`config.mk`:
```
export PLATFORM = sky130hd
export DESIGN_NAME = vm2002_change_dispenser
export DESIGN_NICKNAME = d
export VERILOG_FILES = /design/src/rtl/vm2002_change_dispenser.sv
export SDC_FILE = /design/constraint.sdc
export NUM_CORES = 1
export LEC_CHECK = 0
export ABC_AREA = 1
export CAP_MARGIN = 0
export CORE_MARGIN = 8
export CORE_UTILIZATION = 50
export CTS_CLUSTER_DIAMETER = 100
export DETAILED_ROUTE_END_ITERATION = 6
export PLACE_DENSITY_LB_ADDON = 0.15
export SYNTH_ARGS = -nofsm -noshare
export SYNTH_HDL_FRONTEND = slang
export SYNTH_SLANG_ARGS = --single-unit
export TNS_END_PERCENT = 20
```
`constraint.sdc`:
```
create_clock -name clk_i -period 3.97 [get_ports clk_i]
set_input_delay 0.397 -clock clk_i [delete_from_list [all_inputs] [get_ports clk_i]]
set_output_delay 0.397 -clock clk_i [all_outputs]
set_load 0.03 [all_outputs]
```
`src/rtl/vm2002_change_dispenser.sv`:
```
// Change dispenser for the vm2002 vending core: pays out a balance coin by coin,
// greedy largest-first against local coin stock, and flags any unreturnable remainder.
module vm2002_change_dispenser #(
  parameter int unsigned NICKEL_VAL  = 5,
  parameter int unsigned DIME_VAL    = 10,
  parameter int unsigned QUARTER_VAL = 25,
  parameter int unsigned STOCK_W     = 8
) (
  input  logic               clk_i,
  input  logic               hrst_i,
  input  logic               bal_valid_i,
  input  logic [7:0]         balance_i,
  output logic               bal_ready_o,
  output logic               coin_valid_o,
  output logic [1:0]         coin_type_o,
  input  logic               coin_ready_i,
  input  logic               stock_load_i,
  input  logic [1:0]         stock_sel_i,
  input  logic [STOCK_W-1:0] stock_val_i,
  output logic [STOCK_W-1:0] stock_n_o,
  output logic [STOCK_W-1:0] stock_d_o,
  output logic [STOCK_W-1:0] stock_q_o,
  output logic               busy_o,
  output logic               done_o,
  output logic               short_o,
  output logic [7:0]         short_amount_o,
  output logic [5:0]         coins_issued_o
);

  localparam logic [7:0] NVal = 8'(NICKEL_VAL);
  localparam logic [7:0] DVal = 8'(DIME_VAL);
  localparam logic [7:0] QVal = 8'(QUARTER_VAL);
  localparam logic [STOCK_W-1:0] StockOne = STOCK_W'(1);

  typedef enum logic [2:0] {
    StIdle,
    StSelect,
    StIssue,
    StDone,
    StErr
  } state_e;

  state_e             state_q, state_d;
  logic [7:0]         remaining_q, remaining_d;
  logic [STOCK_W-1:0] stock_n_q, stock_n_d;
  logic [STOCK_W-1:0] stock_d_q, stock_d_d;
  logic [STOCK_W-1:0] stock_q_q, stock_q_d;
  logic [5:0]         coins_q, coins_d;
  logic [7:0]         short_amt_q, short_amt_d;
  logic               coin_valid_q, coin_valid_d;
  logic [1:0]         coin_type_q, coin_type_d;
  logic               done_q, done_d;
  logic               short_q, short_d;
  logic               busy_q, busy_d;
  logic               accept;

  assign bal_ready_o = (state_q == StIdle) & ~hrst_i;
  assign accept      = bal_valid_i & bal_ready_o;

  always_comb begin
    state_d      = state_q;
    remaining_d  = remaining_q;
    stock_n_d    = stock_n_q;
    stock_d_d    = stock_d_q;
    stock_q_d    = stock_q_q;
    coins_d      = coins_q;
    short_amt_d  = short_amt_q;
    coin_valid_d = coin_valid_q;
    coin_type_d  = coin_type_q;
    done_d       = 1'b0;
    short_d      = 1'b0;

    // Supplier writes only land while idle and not racing a balance accept.
    if (state_q == StIdle && !accept && stock_load_i) begin
      case (stock_sel_i)
        2'd1:    stock_n_d = stock_val_i;
        2'd2:    stock_d_d = stock_val_i;
        2'd3:    stock_q_d = stock_val_i;
        default: ;
      endcase
    end

    unique case (state_q)
      StIdle: begin
        if (accept) begin
          remaining_d = balance_i;
          coins_d     = 6'd0;
          short_amt_d = 8'd0;
          state_d     = StSelect;
        end
      end
      StSelect: begin
        if (remaining_q == 8'd0) begin
          done_d  = 1'b1;
          state_d = StDone;
        end else if (remaining_q >= QVal && stock_q_q != '0) begin
          coin_type_d  = 2'd3;
          coin_valid_d = 1'b1;
          state_d      = StIssue;
        end else if (remaining_q >= DVal && stock_d_q != '0) begin
          coin_type_d  = 2'd2;
          coin_valid_d = 1'b1;
          state_d      = StIssue;
        end else if (remaining_q >= NVal && stock_n_q != '0) begin
          coin_type_d  = 2'd1;
          coin_valid_d = 1'b1;
          state_d      = StIssue;
        end else begin
          short_d     = 1'b1;
          short_amt_d = remaining_q;
          state_d     = StErr;
        end
      end
      StIssue: begin
        if (coin_ready_i) begin
          case (coin_type_q)
            2'd3: begin
              remaining_d = remaining_q - QVal;
              stock_q_d   = stock_q_q - StockOne;
            end
            2'd2: begin
              remaining_d = remaining_q - DVal;
              stock_d_d   = stock_d_q - StockOne;
            end
            2'd1: begin
              remaining_d = remaining_q - NVal;
              stock_n_d   = stock_n_q - StockOne;
            end
            default: ;
          endcase
          coins_d      = coins_q + 6'd1;
          coin_valid_d = 1'b0;
          coin_type_d  = 2'd0;
          state_d      = StSelect;
        end
      end
      StDone:  state_d = StIdle;
      StErr:   state_d = StIdle;
      default: state_d = StIdle;
    endcase

    busy_d = (state_d != StIdle);
  end

  always_ff @(posedge clk_i) begin
    if (hrst_i) begin
      state_q      <= StIdle;
      remaining_q  <= 8'd0;
      stock_n_q    <= '0;
      stock_d_q    <= '0;
      stock_q_q    <= '0;
      coins_q      <= 6'd0;
      short_amt_q  <= 8'd0;
      coin_valid_q <= 1'b0;
      coin_type_q  <= 2'd0;
      done_q       <= 1'b0;
      short_q      <= 1'b0;
      busy_q       <= 1'b0;
    end else begin
      state_q      <= state_d;
      remaining_q  <= remaining_d;
      stock_n_q    <= stock_n_d;
      stock_d_q    <= stock_d_d;
      stock_q_q    <= stock_q_d;
      coins_q      <= coins_d;
      short_amt_q  <= short_amt_d;
      coin_valid_q <= coin_valid_d;
      coin_type_q  <= coin_type_d;
      done_q       <= done_d;
      short_q      <= short_d;
      busy_q       <= busy_d;
    end
  end

  assign coin_valid_o   = coin_valid_q;
  assign coin_type_o    = coin_type_q;
  assign stock_n_o      = stock_n_q;
  assign stock_d_o      = stock_d_q;
  assign stock_q_o      = stock_q_q;
  assign busy_o         = busy_q;
  assign done_o         = done_q;
  assign short_o        = short_q;
  assign short_amount_o = short_amt_q;
  assign coins_issued_o = coins_q;

endmodule

```
## Word-level counts from Yosys, hierarchy flattened

Cells that the tools add are included.
W data, S select, Z words.

- Register bits: 55
- Bits in latches: 0
- RAM bits: 0
- Bits in read-only memories: 0
- Bits of input ports: 23
- Output and inout bits: 45
- Logic and storage cells: 112
- Memories: 0

- Add/sub/neg operators: 7
- Multipliers: 0
- Div/mod/pow operators: 0
- Order comparisons: 3
- Equal/unequal tests: 16
- Shifts and indexed selects: 0
- Muxes and demuxes: 49
- Bitwise gates (word level): 4
- Reduce and logical (&&, ||, !) cells: 21

Operator list:

| operator | number |
|---|---|
| $mux W8 | 22 |
| $pmux W8 S2 | 2 |
| $pmux W8 S3 | 1 |
| $reduce_bool A8 Y1 | 3 |
| $sub A8 B1 Y8 const B | 3 |
| $mux W3 | 6 |
| $mux W6 | 2 |
| $ne A2 B2 Y1 const B | 6 |
| $pmux W6 S2 | 1 |
| $mux W2 | 5 |
| $pmux W3 S3 | 1 |
| $eq A2 B2 Y1 const B | 4 |
| $ge A8 B3 Y1 const B | 1 |
| $ge A8 B4 Y1 const B | 1 |
| $ge A8 B5 Y1 const B | 1 |
| $logic_not A8 Y1 | 1 |
| $reduce_and A4 Y1 | 2 |
| $sub A8 B3 Y8 const B | 1 |
| $sub A8 B4 Y8 const B | 1 |
| $sub A8 B5 Y8 const B | 1 |
| $mux W1 | 7 |
| $add A6 B1 Y6 const B | 1 |
| $reduce_and A6 Y1 | 1 |
| $reduce_bool A2 Y1 | 3 |
| other kinds (16) | 23 |

## Longest topological paths before layout

Gate-level depths: netlist of run 1.

- Word-level depth: 10
- Gate-level depth with buffers: 13
- Gate-level depth less buffers: 13

## Worst setup path before layout of run 1

No wires, ideal clock.

- Path kind: reg-to-reg
- Start point: reg coin_type_q[0], in the netlist coin_type_o[0]
- End point: reg remaining_q[7]
- Setup time: 118 ps
- Arrival: 1820 ps
- Data required time: 3852 ps
- Path slack: 2032 ps
- Stages on the path, launching flop included: 11
- Buffers on the path: 1
- Clock period less this slack: 1938 ps
- Path through: dfxtp_1 -> inv_1 -> ha_1 -> inv_2 -> nor3_1 -> nor2_1 -> nand3_1 -> buf_2 -> nand2_1 -> nand2_1 -> a21oi_1

- Word-level cells in the longest chain between the ends: 4
- Elaborated cells on any way between the ends: 8
- Classes of those cells: eq/ne: 4; mux: 3; reduce/logical: 1

Ends and longest elaborated chain:

| element | RTL line | RTL |
|---|---|---|
| from (decl) | 51 | `logic [1:0] coin_type_q, coin_type_d;` |
| from (signal assigned) | 168 | `coin_type_q <= coin_type_d;` |
| $eq A2 B1 Y1 / $eq A2 B2 Y1 (equally long branches) | 116 | `case (coin_type_q)` |
| $pmux W8 S3 | 116 |  |
| $mux W8 | 115 | `if (coin_ready_i) begin` |
| $pmux W8 S2 | 83 | `unique case (state_q)` |
| to (signal assigned) | 161 | `remaining_q <= remaining_d;` |
| to (decl) | 44 | `logic [7:0] remaining_q, remaining_d;` |

Several ways; a longest one is shown, not always the timed one. The select of a mux whose other input is x is not followed.
A chain may end at the register's enable or synchronous reset.

## Worst setup path after layout of run 1

- Start point: in hrst_i
- End point: out bal_ready_o

- Word-level cells in the longest chain between the ends: 2

Ends and longest elaborated chain:

| element | RTL line | RTL |
|---|---|---|
| from (decl) | 10 | `input logic hrst_i,` |
| $not A1 Y1 | 57 | `assign bal_ready_o = (state_q == StIdle) & ~hrst_i;` |
| $and A1 B1 Y1 | 57 |  |
| to (decl) | 13 | `output logic bal_ready_o,` |

No other way between the ends.

==> results.cfg, run 1 <==
[sta]
setup_tns_ns = 0
tightest_slew_ns = 0.603
max_slew_margin = 0.597
finalMaxSlewViolations = 0
period_minus_slack_ns = 2.48
skew_ns = 0.00669
clock.fmax_mhz = 404
final.setup.worst_slack_ns = 1.49
setup_violations = 0
rsz0062_at_grt = no
hold_viol = 0
period_share = 0.624

[place]
dp_slack_ns = 1.33
dp_hpwl_mm = 7.61
place.gp.congestion = 0.870
numPortBuffers = 67
dpl_cell_area_um2 = 4400

[floorplan]
ios = 68
coreArea_um2 = 7180
dieArea_um2 = 10400
die_h_um = 102
die_x_um = 102
initial_core_util = 0.512
fp-row-count = 31

[run]
maxCapViolations = 0

[route]
antenna_left = 0
wl_mm = 10.1
drtIter0Drc = 320
wl_per_cell_um = 13.8
firstDrtPassIters = 5
routed_via_density = 5.22
drcViolationCount = 0
vias = 3840

[critical_path]
r2r-start = coin_type_o[0]$_SDFFE_PP0P_
worstSetupPathType = input port to output port
crit_path_end_kind = output port
reg2reg_slack_ns = 1.68
crit_path_start = hrst_i
crit_fanout = 14
cp-start-kind = input port
cp_data_required_time_ns = 3.57
critPathArrivalTime_ns = 2.08

[grt]
overflow = 0
grt_usage = 0.202
grt_first_pass_wirelength_mm = 17.0
grt_pass1_vias = 3651
grt_max_degree = 28
antenna_found_initial = 0

[yosys]
synth_seq_area_share = 0.299
synthTopCellsByArea = dfxtp_1 (30%), nand2_1 (16%), a21oi_1 (7.3%)
post_synth.cell_area_avg_um2 = 6.40
ys_seq_elements = 55
yosys_warnings = 0
synthesis.area_um2 = 3680
yosysTopAreaCellShare = 0.299
synth_cell_type_count = 38
synth_top_area_cell = dfxtp_1
syn-instance-count = 575
synth_nets = 616

[clocking]
root_buffer = clkbuf_8
cts_hold_buf = 0
cts_setup_buffers = 0
numCtsBuffers = 5
cts_resized = 0
insertion_delay_ns = 0.32
clkTransAtPathRegs_ns = 0.10
cts_max_path_buffers = 2
cts_tree = built
clock-sinks = 55
h-tree-depth = 2

[finish]
final_layout_size_suffix_gt1_frac = 0.0613
area_delta_synth_final_pct = 23.3
n_antenna_cell = 0
nets = 676
fin_area_um2 = 4530
nFillCells = 672
final_util = 0.632

[run_status]
outcome = finished, final reports clean

[pwr]
power.total_uw = 1910
p_leak_uw = 0.00203
irDropWorstVdd_uv = 165
p_per_area_nw_per_um2 = 420

[min_path]
hp-start = short_amount_o[6]$_SDFFE_PP0P_
hp-class = register to register
layout by cell type (no fill, tap or decap), types with 2 or more instances in the layout:
cell               n
buf_4              2
clkdlybuf4s50_1   67
nor3_4             4
o21ai_1            6
a21oi_1           54
o21bai_1           3
nand2_2            6
nor3_1             9
nor2_1            62
nor2_4             5
ha_1              18
dfxtp_1           55
inv_2              9
nand3b_1           3
o21ai_0           31
inv_1             61
clkbuf_8           5
nand3_1           49
xnor2_1            6
o211ai_1           3
nand2_1          154
bufinv_16          2
nand4_1            2
xor2_1             7
critical path, stage by stage:
cell and delay (ns):
clkdlybuf4s50_1 0.71, nor2_1 0.26, clkdlybuf4s50_1 0.70
sequential cells by signal, summed over array words and instances, names as in the netlist:
name and cells:
done_o 1, stock_d_o 8, state_q 3, busy_o 1, stock_q_o 8, coin_valid_o 1, stock_n_o 8, remaining_q 8
coin_type_o 2, short_o 1, coins_issued_o 6, short_amount_o 8
layout make-up:
type,count,area [um2],share of cell area
multi-input combinational,434,2220,0.491
sequential,55,1100,0.243
timing repair buffer,69,686,0.151
inverter,70,263,0.0579
tap,99,124,0.0273
clock buffer,5,68.8,0.0152
clock inverter,3,67.6,0.0149
metal layers:
metal / up-vias / wire [um] / track usage
li1: 1963 / - / -
met1: 1722 / 4570 / 0.256
met2: 138 / 4590 / 0.336
met3: 17 / 748 / 0.0419
met4: 0 / 197 / 0.0573
met5: - / 0 / 0
Yosys cell counts:
library cell / instances
o21bai_1: 3
o211ai_1: 3
inv_2: 9
nor3_4: 4
buf_4: 2
a31oi_1: 1
o21ai_1: 6
a21o_1: 1
nor3b_1: 1
or2_2: 1
nand3_2: 1
nand3_1: 49
nor2_4: 5
nand3b_1: 3
nand2_1: 154
clkbuf_1: 5
clkbuf_2: 1
nor3_1: 9
a21oi_2: 1
o31ai_1: 1
nand4_1: 2
dfxtp_1: 55
o21ai_2: 1
nor2_1: 62
o21ai_0: 31
or2_1: 1
nor2_2: 1
inv_1: 61
a21boi_0: 1
ha_1: 18
buf_6: 2
xnor2_1: 6
nand2_2: 6
buf_2: 4
xor2_1: 7
a21oi_1: 54
a211oi_1: 1
buf_1: 2
through the flow:
step	instances	hold WS, ns
final	735	0.465
after global routing	735	0.501
after CTS	735	0.467
after detailed placement	727	0.453
after global placement	727	0.452
after floorplan	575	0.486
logic make-up after synthesis:
family | after synthesis | share of synthesized area
buffers and inverters | 86 | 0.0956
flip-flops | 55 | 0.299
AO/OA/AOI/OAI | 104 | 0.151
XOR/XNOR | 13 | 0.0310
adder cells (fa/ha/maj) | 18 | 0.0612
AND/OR/NAND/NOR | 299 | 0.362
worst paths after layout:
check / cells past startpoint / endpoint
max: 3 / bal_ready_o
min reg2reg: 2 / short_amount_o[6]$_SDFFE_PP0P_
min: 2 / short_amount_o[6]$_SDFFE_PP0P_
max reg2reg: 8 / remaining_q[2]$_SDFFE_PP0P_
report_power, final:
part	total, uW	internal, uW	leakage [uW]	switching, uW
Sequential	680	600	0.000446	80.0
Clock	449	252	0.0000644	197
Combinational	777	280	0.00152	497
Total	1910	1130	0.00203	774
Note: power is estimated with default switching activity, not from simulation.
==> inputs of run 2 (changes only) <==
Settings changed: CORE_UTILIZATION 50 to 48.
Clock period 3.97 ns to 2.2 ns, I/O delays scaled along.
==> run 2 against run 1 <==
Clock skew up 0.013 ns. Largest power group unchanged. Combinational power is 89% higher. Highest routed layer unchanged. Cell area is 0.55% higher. Register-to-register slack lost 1.4 ns. Worst setup slack worse by 1.2 ns. Critical path depth rose by 7. Sequential share of layout area is 0.13 points lower. Sequential cell count is the same. Critical path type is now register to register. Critical endpoint is now remaining_q[6]$_SDFFE_PP0P_. Utilization decreased by 2.9 points.
==> results.cfg, run 2 (synthesis gave the netlist of run 1 again) <==
[finish]
final_cells = 745
final_layout_size_suffix_gt1_frac = 0.0747
nets = 683
n_antenna_cell = 0
area_delta_synth_final_pct = 24.0
mostFrequentLayoutCells = nand2_1 (154), clkdlybuf4s50_1 (66), nor2_1 (62)
mostFrequentLayoutCell = nand2_1

[sta]
hold_viol = 0
tightest_slew_ns = 0.523
setup_violations = 0
period_share = 0.871
setup_tns_ns = 0
skew_ns = 0.0193
clock.fmax_mhz = 522
max_slew_margin = 0.650
finalMaxSlewViolations = 0
rsz0062_at_grt = no
period_minus_slack_ns = 1.92

[critical_path]
cp-start-kind = register
path_cells = inv_1 > ha_1 > inv_2 > nor3_1 > nor2_1 > nand3_1 > buf_12 > nor2_1 > nand2_1 > a21oi_1
path_delay_family = simple AND/OR/NAND/NOR gates
worstSetupPathType = register to register
crit_fanout = 14
path_buf_inv = 3
crit_path_end_kind = register
crit_slowest_cell = dfxtp_1
worst_path_most_repeated_cell = nor2_1
cp_data_required_time_ns = 2.39
max_stage_delay_ns = 0.46
critPathArrivalTime_ns = 2.11

[route]
drcViolationCount = 0
wl_per_cell_um = 13.6
vias = 3861
antenna_left = 0
routed_via_density = 5.18
wl_mm = 10.1
drtIter0Drc = 226
firstDrtPassIters = 5

[place]
dp.cells = 737
place.gp.congestion = 0.875
dp_hpwl_mm = 7.68
numPortBuffers = 67

[clocking]
cts_tree = built
cts_max_path_buffers = 2
numCtsBuffers = 5
root_buffer = clkbuf_8
clock-sinks = 55
h-tree-depth = 2
cts_resized = 0
insertion_delay_ns = 0.32
clkTransAtPathRegs_ns = 0.11
cts_hold_buf = 0
cts_setup_buffers = 0

[floorplan]
coreArea_um2 = 7570
die_x_um = 104
die_h_um = 104
fp-row-count = 32
initial_core_util = 0.486
ios = 68
dieArea_um2 = 10700

[grt]
grt_pass1_vias = 3547
grt_usage = 0.186
antenna_found_initial = 0
grt_max_degree = 28
grt_first_pass_wirelength_mm = 17.1
overflow = 0

[pwr]
irDropWorstVdd_uv = 300
p_leak_uw = 0.00206
p_per_area_nw_per_um2 = 721

[min_path]
hp-class = register to register

[run_status]
outcome = finished, final reports clean

[run]
maxCapViolations = 0
==> run 2: cell types whose count changed in the layout (fill, tap and decap cells not counted) <==
| cell | previous run | this run |
|---|---|---|
| bufinv_16 | 2 | 0 |
| buf_4 | 2 | 9 |
| inv_6 | 0 | 2 |
| inv_1 | 61 | 60 |
| inv_2 | 9 | 10 |
| clkinv_4 | 0 | 1 |
| buf_12 | 0 | 1 |
| clkinvlp_4 | 1 | 0 |
| clkdlybuf4s50_1 | 67 | 66 |
==> run 2: power breakdown <==
part           switching (uW)  internal, uW  total [uW]
sequential                137          1080        1220
clock                     366           235         601
combinational             918           548        1470
==> run 2: worst min-delay path, cell delays in order (launching register included) <==
cell	delay [ns]
dfxtp_1	0.32
nand2_1	0.06
a21oi_1	0.05
==> run 2: final timing paths <==
check                                 startpoint                              to  slack, ns  depth (start not counted)
setup / recovery     coin_type_o[0]$_SDFFE_PP0P_     remaining_q[6]$_SDFFE_PP0P_       0.28                         10
hold / removal    short_amount_o[4]$_SDFFE_PP0P_  short_amount_o[4]$_SDFFE_PP0P_       0.47                          2
setup reg to reg     coin_type_o[0]$_SDFFE_PP0P_     remaining_q[6]$_SDFFE_PP0P_       0.28                         10
hold reg to reg   short_amount_o[4]$_SDFFE_PP0P_  short_amount_o[4]$_SDFFE_PP0P_       0.47                          2
==> run 2: per-layer routing <==
metal | vias up | track usage | wire length, um
li1 | 1976 | - | -
met1 | 1753 | 0.237 | 4690
met2 | 125 | 0.302 | 4600
met3 | 7 | 0.0520 | 745
met4 | 0 | 0.0451 | 83
met5 | - | 0 | 0
==> run 2: final cells by class <==
class	count	area, um2
clock inverters	3	26.3
fillers	709	3010
repair buffers	76	748
multi-input cells	434	2220
clock buffers	5	68.8
well taps	102	128
flip-flops and latches	55	1100
inverters	70	263
==> run 2: through the flow <==
| step | instance area, um2 | worst slack (ns) | total power [uW] | utilization | hold WS [ns] |
|---|---|---|---|---|---|
| CTS | 4560 | 0.211 | 3300 | 0.603 | 0.469 |
| finish | 4560 | 0.283 | 3290 | 0.603 | 0.466 |
| global route | 4560 | 0.00221 | 3550 | 0.603 | 0.482 |
| floorplan | 3680 | 0.262 | 2270 | - | 0.396 |
| global placement | 4460 | 0.261 | 2680 | 0.590 | 0.448 |
| detailed placement | 4460 | 0.201 | 2690 | 0.590 | 0.453 |
==> inputs of run 3 (changes only) <==
Settings changed: HOLD_SLACK_MARGIN from default to 0.15.
==> results of run 3 <==
Same layout as run 2: the final DEF is identical, and so are final timing and power.
